`src/rtl/uart_rx_frame_if.sv`:
```
// Serial-line interface for the 8N1 UART receiver.
// The slave modport is the receiver side. The master modport is the side that
// drives the line and consumes the received bytes.
interface uart_rx_frame_if;
  logic       i_Rx_Serial;
  logic       o_Rx_DV;
  logic [7:0] o_Rx_Byte;
  logic       o_Framing_Err;
  logic       o_Rx_Active;

  modport slave (
    input  i_Rx_Serial,
    output o_Rx_DV,
    output o_Rx_Byte,
    output o_Framing_Err,
    output o_Rx_Active
  );

  modport master (
    output i_Rx_Serial,
    input  o_Rx_DV,
    input  o_Rx_Byte,
    input  o_Framing_Err,
    input  o_Rx_Active
  );
endinterface

```
`src/rtl/uart_rx_frame.sv`:
```
// 8N1 UART receiver, LSB first.
// A two-flop synchroniser feeds a single registered FSM. The FSM finds the
// middle of the start bit, then samples every data bit and the stop bit one
// bit period apart. A valid byte raises a one-cycle DV strobe, and a stop bit
// sampled low raises a one-cycle framing-error strobe.
module uart_rx_frame #(
  parameter int CLKS_PER_BIT = 5208
) (
  input  logic            i_Clock,
  input  logic            i_Reset,
  uart_rx_frame_if.slave  bus
);

  localparam logic [15:0] LAST = 16'(CLKS_PER_BIT - 1);
  localparam logic [15:0] HALF = 16'((CLKS_PER_BIT - 1) / 2);

  typedef enum logic [2:0] {
    IDLE         = 3'd0,
    RX_START_BIT = 3'd1,
    RX_DATA_BITS = 3'd2,
    RX_STOP_BIT  = 3'd3,
    CLEANUP      = 3'd4
  } state_t;

  state_t      state;
  logic        rx_meta;
  logic        rx_s;
  logic [15:0] clock_count;
  logic [2:0]  bit_index;
  logic [7:0]  rx_byte;
  logic        rx_dv;
  logic        framing_err;
  logic        rx_active;

  // Bring the asynchronous line into the clock domain. Both stages reset to
  // the idle level so that reset never looks like a start bit.
  always_ff @(posedge i_Clock) begin
    // NOTE: registers use non-blocking assignment, so every stage captures the
    // value from before the clock edge. This makes a real two-stage pipeline.
    if (i_Reset) begin
      rx_meta <= 1'b1;
      rx_s    <= 1'b1;
    end else begin
      rx_meta <= bus.i_Rx_Serial;
      rx_s    <= rx_meta;
    end
  end

  // Receive FSM with counters, data register and registered outputs.
  always_ff @(posedge i_Clock) begin
    if (i_Reset) begin
      state       <= IDLE;
      clock_count <= '0;
      bit_index   <= '0;
      rx_byte     <= '0;
      rx_dv       <= 1'b0;
      framing_err <= 1'b0;
      rx_active   <= 1'b0;
    end else begin
      // The strobes last one cycle. Only the stop-bit sample raises them.
      rx_dv       <= 1'b0;
      framing_err <= 1'b0;
      case (state)
        IDLE: begin
          clock_count <= '0;
          bit_index   <= '0;
          if (rx_s == 1'b0) begin
            state     <= RX_START_BIT;
            rx_active <= 1'b1;
          end else begin
            rx_active <= 1'b0;
          end
        end

        RX_START_BIT: begin
          if (clock_count != HALF) begin
            clock_count <= clock_count + 16'd1;
          end else if (rx_s == 1'b0) begin
            clock_count <= '0;
            state       <= RX_DATA_BITS;
          end else begin
            // The line went high before mid-bit, so treat it as a glitch.
            state     <= IDLE;
            rx_active <= 1'b0;
          end
        end

        RX_DATA_BITS: begin
          if (clock_count != LAST) begin
            clock_count <= clock_count + 16'd1;
          end else begin
            clock_count        <= '0;
            rx_byte[bit_index] <= rx_s;
            if (bit_index != 3'd7) begin
              bit_index <= bit_index + 3'd1;
            end else begin
              bit_index <= '0;
              state     <= RX_STOP_BIT;
            end
          end
        end

        RX_STOP_BIT: begin
          if (clock_count != LAST) begin
            clock_count <= clock_count + 16'd1;
          end else begin
            // Leave at mid-stop-bit. This gives back-to-back frames half a bit
            // of slack to see the next start edge.
            clock_count <= '0;
            state       <= CLEANUP;
            rx_active   <= 1'b0;
            if (rx_s == 1'b1) rx_dv       <= 1'b1;
            else              framing_err <= 1'b1;
          end
        end

        CLEANUP: begin
          state     <= IDLE;
          rx_active <= 1'b0;
        end

        default: begin
          state       <= IDLE;
          clock_count <= '0;
          bit_index   <= '0;
          rx_active   <= 1'b0;
        end
      endcase
    end
  end

  assign bus.o_Rx_DV       = rx_dv;
  assign bus.o_Rx_Byte     = rx_byte;
  assign bus.o_Framing_Err = framing_err;
  assign bus.o_Rx_Active   = rx_active;

endmodule

```
`src/flat_wrapper.sv`:
```
// flat-port wrapper written by rule: the top's interface ports become plain ports
module uart_rx_frame_flat 
#(
  parameter int CLKS_PER_BIT = 5208
)
  (i_Clock, i_Reset, bus_i_Rx_Serial, bus_o_Rx_DV, bus_o_Rx_Byte, bus_o_Framing_Err, bus_o_Rx_Active);
  uart_rx_frame_if bus_i ();
  input  logic i_Clock;
  input  logic i_Reset;
  input wire logic [$bits(bus_i.i_Rx_Serial)-1:0] bus_i_Rx_Serial;
  output wire logic [$bits(bus_i.o_Rx_DV)-1:0] bus_o_Rx_DV;
  output wire logic [$bits(bus_i.o_Rx_Byte)-1:0] bus_o_Rx_Byte;
  output wire logic [$bits(bus_i.o_Framing_Err)-1:0] bus_o_Framing_Err;
  output wire logic [$bits(bus_i.o_Rx_Active)-1:0] bus_o_Rx_Active;
  assign bus_i.i_Rx_Serial = bus_i_Rx_Serial;
  assign bus_o_Rx_DV = bus_i.o_Rx_DV;
  assign bus_o_Rx_Byte = bus_i.o_Rx_Byte;
  assign bus_o_Framing_Err = bus_i.o_Framing_Err;
  assign bus_o_Rx_Active = bus_i.o_Rx_Active;
  uart_rx_frame #(.CLKS_PER_BIT(CLKS_PER_BIT)) u_core (.i_Clock(i_Clock), .i_Reset(i_Reset), .bus(bus_i));
endmodule
```
`config.mk`:
```
export PLATFORM = sky130hd
export DESIGN_NAME = uart_rx_frame_flat
export DESIGN_NICKNAME = d
export VERILOG_FILES = /design/src/rtl/uart_rx_frame_if.sv /design/src/rtl/uart_rx_frame.sv /design/src/flat_wrapper.sv
export SDC_FILE = /design/constraint.sdc
export NUM_CORES = 1
export LEC_CHECK = 0
export CELL_PAD_IN_SITES_DETAIL_PLACEMENT = 0
export CELL_PAD_IN_SITES_GLOBAL_PLACEMENT = 1
export CORE_UTILIZATION = 47
export DETAILED_ROUTE_END_ITERATION = 16
export GPL_TIMING_DRIVEN = 1
export HOLD_SLACK_MARGIN = 0.03
export PLACE_DENSITY_LB_ADDON = 0.1
export SLEW_MARGIN = 20
export SYNTH_ARGS = -nofsm -noshare
export SYNTH_HDL_FRONTEND = slang
export SYNTH_SLANG_ARGS = --single-unit
```
`constraint.sdc`:
```
create_clock -name i_Clock -period 4.5 [get_ports i_Clock]
set_input_delay 0.675 -clock i_Clock [delete_from_list [all_inputs] [get_ports i_Clock]]
set_output_delay 0.675 -clock i_Clock [all_outputs]
set_load 0.02 [all_outputs]
```
Yosys cells after proc, flatten, opt, wreduce, memory -nomap -nowiden. Cells that the tools add are included.

Flip-flop bits (word level): 35. Logic and storage cells: 65.

$add $sub $neg: 2. Equality and inequality tests: 14. Order comparisons: 2. Bitwise operators: 5. Reductions and logical operators: 10. Muxes and demuxes: 23.

Operators with widths (number): 16-bit 2-to-1 mux (3); 16-bit one-hot mux with 3 select lines (1); 3-bit 2-to-1 mux (7); 16-bit by 1-bit adder with 16-bit output, second input constant (1); 16-bit by 12-bit != test with 1-bit output, second input constant (1); 16-bit by 13-bit != test with 1-bit output, second input constant (1); 3-bit one-hot mux with 4 select lines (1); 2-bit != test, second input constant (5); 8-bit bitwise mux (1); 3-bit by 2-bit == test with 1-bit output, second input constant (2); 1-bit 2-to-1 mux (6); 3-bit != test, second input constant (2); 3-bit one-hot mux with 2 select lines (1); 2-bit AND reduction (3); 3-bit OR reduction (2); 1-bit inverter (5); 5-bit AND reduction (1); 3-bit by 4-bit < comparator with 1-bit output, second input constant (1); 1-bit one-hot mux with 4 select lines (1); 4-bit AND reduction (1); 3-bit by 1-bit adder with 3-bit output, second input constant (1); 1-bit demux with 3-bit select (1); 3-bit by 1-bit == test with 1-bit output, second input constant (1); 3-bit == test, second input constant (1); 6 further kinds (6).

Depth between registers and ports, before layout.
Word-level depth: 5. Depth in mapped cells: 8. Gate-level depth less buffers: 6.

Worst setup path before layout. OpenSTA, ideal clock, no wires.

Path type: register to register. Start point: register u_core.clock_count[0]. End point: register u_core.clock_count[14]. Setup slack: 2527 ps. Path buffers: 1. Arrival: 1907 ps. Cell stages (with the launch flop): 8. Required time: 4434 ps. Path through: dfxtp_1 > ha_1 > nor4bb_1 > and4_1 > buf_6 > a31o_4 > or4_4 > a21oi_2.

Cells in the longest elaborated chain, start to end: 3. Elaborated cells between the ends (all ways): 8.

Ends and longest elaborated chain: start: declaration (RTL line uart_rx_frame.sv:28) `logic [15:0] clock_count;`; start signal: assignment (RTL line uart_rx_frame.sv:77) `clock_count <= clock_count + 16'd1;`; start signal: assignment (RTL line uart_rx_frame.sv:90) `clock_count <= clock_count + 16'd1;`; start signal: assignment (RTL line uart_rx_frame.sv:105) `clock_count <= clock_count + 16'd1;`; 16-bit by 1-bit adder with 16-bit output (tied with other cells) (RTL line uart_rx_frame.sv:77, uart_rx_frame.sv:90, uart_rx_frame.sv:105); 16-bit 2-to-1 mux (tied with other cells) (RTL line uart_rx_frame.sv:89, uart_rx_frame.sv:104); 16-bit one-hot mux with 3 select lines / 2-bit AND reduction (equally long branches).

Several ways; a longest one is shown, not always the timed one. A chain may end at the register's enable or synchronous reset.

Worst setup path in the final report.
Start point: register u_core.clock_count[0]. End point: register u_core.clock_count[15].

The elaborated chain is that of the path after synthesis.

==> results.yml <==
power:
  clkPwrFrac_pct: 43.0
  p_leak_nw: 0.6773
  p_int_mw: 0.4584
  power_density_nw_per_um2: 287.5
  combinationalPowerShare_pct: 3.0
  switching_share_pct: 21.28
  power.switching_mw: 0.1239
  p_total_mw: 0.5824
  p_seq_share_pct: 54.0
  ir_drop_uv: 158.6
critical_path:
  critical_path.startpoint: "u_core.clock_count[0]$_SDFFE_PP0P_"
  r2r_cells: 6
  critPathLaunchType: "flip-flop"
  critical_path_class: "reg2reg"
  crit_family: "simple AND/OR/NAND/NOR gates"
  timing.rr.start: "u_core.clock_count[0]$_SDFFE_PP0P_"
  max_stage_delay_ns: 0.58
  crit_buf_inv: 0
  crit_cells: 6
  crit_path_max_fanout: 13
  crit_chain: "ha_1 > nor4bb_1 > nand4b_2 > and2_4 > o31ai_4 > nor2_1"
  worstSetupEndpointType: "flip-flop"
  critical_path_required_ns: 4.66
  cp.arrival_ns: 2.52
  slowest_stage: "o31ai_4"
  r2r_slack_ns: 2.14
  r2r-end: "u_core.clock_count[15]$_SDFFE_PP0P_"
  crit_path_end: "u_core.clock_count[15]$_SDFFE_PP0P_"
drt:
  dr_wl_met3_um: 147
  routed.top_layer: "met4"
  firstDrtPassIters: 4
  wire_per_inst_um: 14.89
  wl_um: 3811
  viasPerCell: 5.777
  m1WireLength_um: 1901
  via_count: 1479
  drc: 0
  wl_met2_um: 1688
  drtIter0Drc: 109
  ant_nets: 0
synth:
  synthFlopType: "dfxtp_1"
  synth_area_leader_cell: "dfxtp_1"
  post-synth-top-count-cell: "dfxtp_1"
  async_reset_ff_share_pct: 0
  ys_warn_count: 0
  synth_commonest_cells: "dfxtp_1 (35), nand2_1 (21), nor2_1 (20), o21ai_0 (8)"
  netlist_area_um2: 1787
  syn-mean-instance-area_um2: 9.210
  ys_types: 52
  ys_ff_latch: 35
  synthCells: 194
  synth_edf_count: 0
  syn_nets: 200
  synth_top_area_share_pct: 39.22
  synth.yosys.seq_area_share_pct: 39.22
  synth.area.top_cells: "dfxtp_1 (39%), nand2_1 (4.4%), nor2_1 (4.2%)"
sta:
  finalCritPeriodShare_pct: 52.49
  slew_headroom_pct: 41.53
  rsz0062_at_grt: "false"
  final_max_slew_viol_count: 0
  fin_worst_skew_ns: 0.004131
  setup_viol: 0
  worstMarginPinSlew_ns: 0.8752
  final_hold_viol_count: 0
  fin_crit_ns: 2.362
  setup_tns_ns: 0
  fmax_mhz: 423.3
worst_hold_path:
  hp-start: "u_core.rx_meta$_SDFF_PP1_"
  hp-class: "reg2reg"
clock_tree:
  htreeDepth: 2
  cts.clk_slew.worst_paths_ns: 0.07
  cts_buffer_depth: 2
  cts_resized: 0
  clk_latency_ns: 0.29
  cts_buffers: 5
  postCtsSetupBuffers: 0
  cts_tree: "done"
  cts-hold-fix-buffers: 0
  numClockSinks: 35
  root_buffer: "clkbuf_8"
finish:
  drive_gt1_share_pct: 11.06
  multi_input_area_um2: 1020
  seqCellArea_um2: 700.7
  fillers: 337
  nets: 213
  syn2layout_area_growth_pct: 13.38
  antenna_cells: 0
run_status:
  status: "finished, final reports clean"
global_routing:
  grt_antenna_before_repair: 0
  grt_pass1_vias: 1355
  grt_first_pass_wirelength_um: 6417
  grt_max_degree: 14
  grt_usage_pct: 20.73
  grt_remaining_overflow: 0
floorplan:
  rows: 22
  die_w_um: 63.66
  io_pins: 14
  start_util_pct: 48.80
  die_area_um2: 4052
  die_h_um: 63.66
  core_um2: 3661
placed_design:
  io_buffers: 13
  dp_hpwl_um: 2655
  gp_congestion: 0.8057
job:
  drv_cap: 0
-- layer usage --
layer / vias to the layer above / global-route usage, %
li1: 744 / -
met3: 5 / 5.254
met1: 690 / 28.13
met5: - / 0
met2: 40 / 30.05
met4: 0 / 10.51
-- registers in the layout, indices dropped and copies added, names as in the netlist --
name and flops:
u_core.bus.o_Rx_Byte 8, u_core.state 3, u_core.bit_index 3, u_core.rx_s 1, u_core.bus.o_Rx_Active 1, u_core.clock_count 16, u_core.bus.o_Rx_DV 1, u_core.bus.o_Framing_Err 1
u_core.rx_meta 1
-- worst min-delay path by stage --
stage,depth (start not counted),to
4_1_cts,1,u_core.rx_s$_SDFF_PP1_
3_5_place_dp,1,u_core.rx_s$_SDFF_PP1_
3_3_place_gp,1,u_core.rx_s$_SDFF_PP1_
6_report,1,u_core.rx_s$_SDFF_PP1_
2_1_floorplan,1,u_core.rx_s$_SDFF_PP1_
5_1_grt,1,u_core.rx_s$_SDFF_PP1_
-- power groups by stage --
| stage | Combinational [mW] | Clock, mW | Sequential [mW] |
|---|---|---|---|
| floorplan | 0.0131 | 0 | 0.321 |
| global placement | 0.0174 | 0 | 0.321 |
| detailed placement | 0.0176 | 0 | 0.321 |
| CTS | 0.0177 | 0.258 | 0.314 |
| global route | 0.0193 | 0.270 | 0.314 |
| finish | 0.0177 | 0.250 | 0.314 |
-- cells in the final DEF, fill, tap and decap left out, types with 2 or more instances in the layout --
cell type,netlist,final
nor4_2,4,4
a31oi_1,3,3
nor2b_1,3,3
xnor2_1,5,5
nor3b_1,2,2
inv_1,3,3
dfxtp_1,35,35
o41ai_1,4,4
ha_1,3,3
clkdlybuf4s50_1,0,13
nand2_1,21,21
nor4bb_1,3,3
xor2_1,6,6
nor2_1,20,20
clkbuf_8,0,7
nand4_1,4,4
and3_1,4,4
mux2i_1,6,6
o311ai_1,4,4
a21oi_1,4,4
nand4b_1,2,2
o21ai_0,8,8
nand3b_1,2,2
o22ai_1,2,2
nand3_1,4,4
nor4b_1,2,2
nand2b_1,2,2
and2_1,2,2
nor3_1,5,5
and4_1,3,3
or2_2,2,2
-- kinds of logic (layout without fill, tap and decap cells) --
| family | after synthesis | after routing | synth area share (%) |
|---|---|---|---|
| AND/OR/NAND/NOR | 94 | 94 | 31.72 |
| flip-flops | 35 | 35 | 39.22 |
| AO/OA/AOI/OAI | 34 | 34 | 14.50 |
| XOR/XNOR | 11 | 11 | 5.392 |
| buffers and inverters | 11 | 25 | 3.711 |
| multiplexers | 6 | 6 | 3.361 |
| adder cells (fa/ha/maj) | 3 | 3 | 2.101 |
-- area by class of cell --
class / count / share of cell area (%)
clock buffers: 8 / 4.941
inverters: 4 / 0.7412
multi-input cells: 148 / 50.34
flip-flops and latches: 35 / 34.59
well taps: 48 / 2.965
repair buffers: 13 / 6.424
-- per-stage QoR --
stage / instance area (um^2) / std cells / hold slack [ns] / setup slack [ns] / utilization (%)
3_5_place_dp: 1926 / 248 / 0.4004 / 2.104 / 52.60
5_1_grt: 2026 / 256 / 0.4456 / 1.971 / 55.33
6_report: 2026 / 256 / 0.4163 / 2.138 / 55.33
2_1_floorplan: 1787 / 194 / 0.3895 / 2.527 / -
4_1_cts: 2026 / 256 / 0.4202 / 2.155 / 55.33
3_3_place_gp: 1926 / 248 / 0.4002 / 2.165 / 52.60
(Power assumes the default switching activity.)
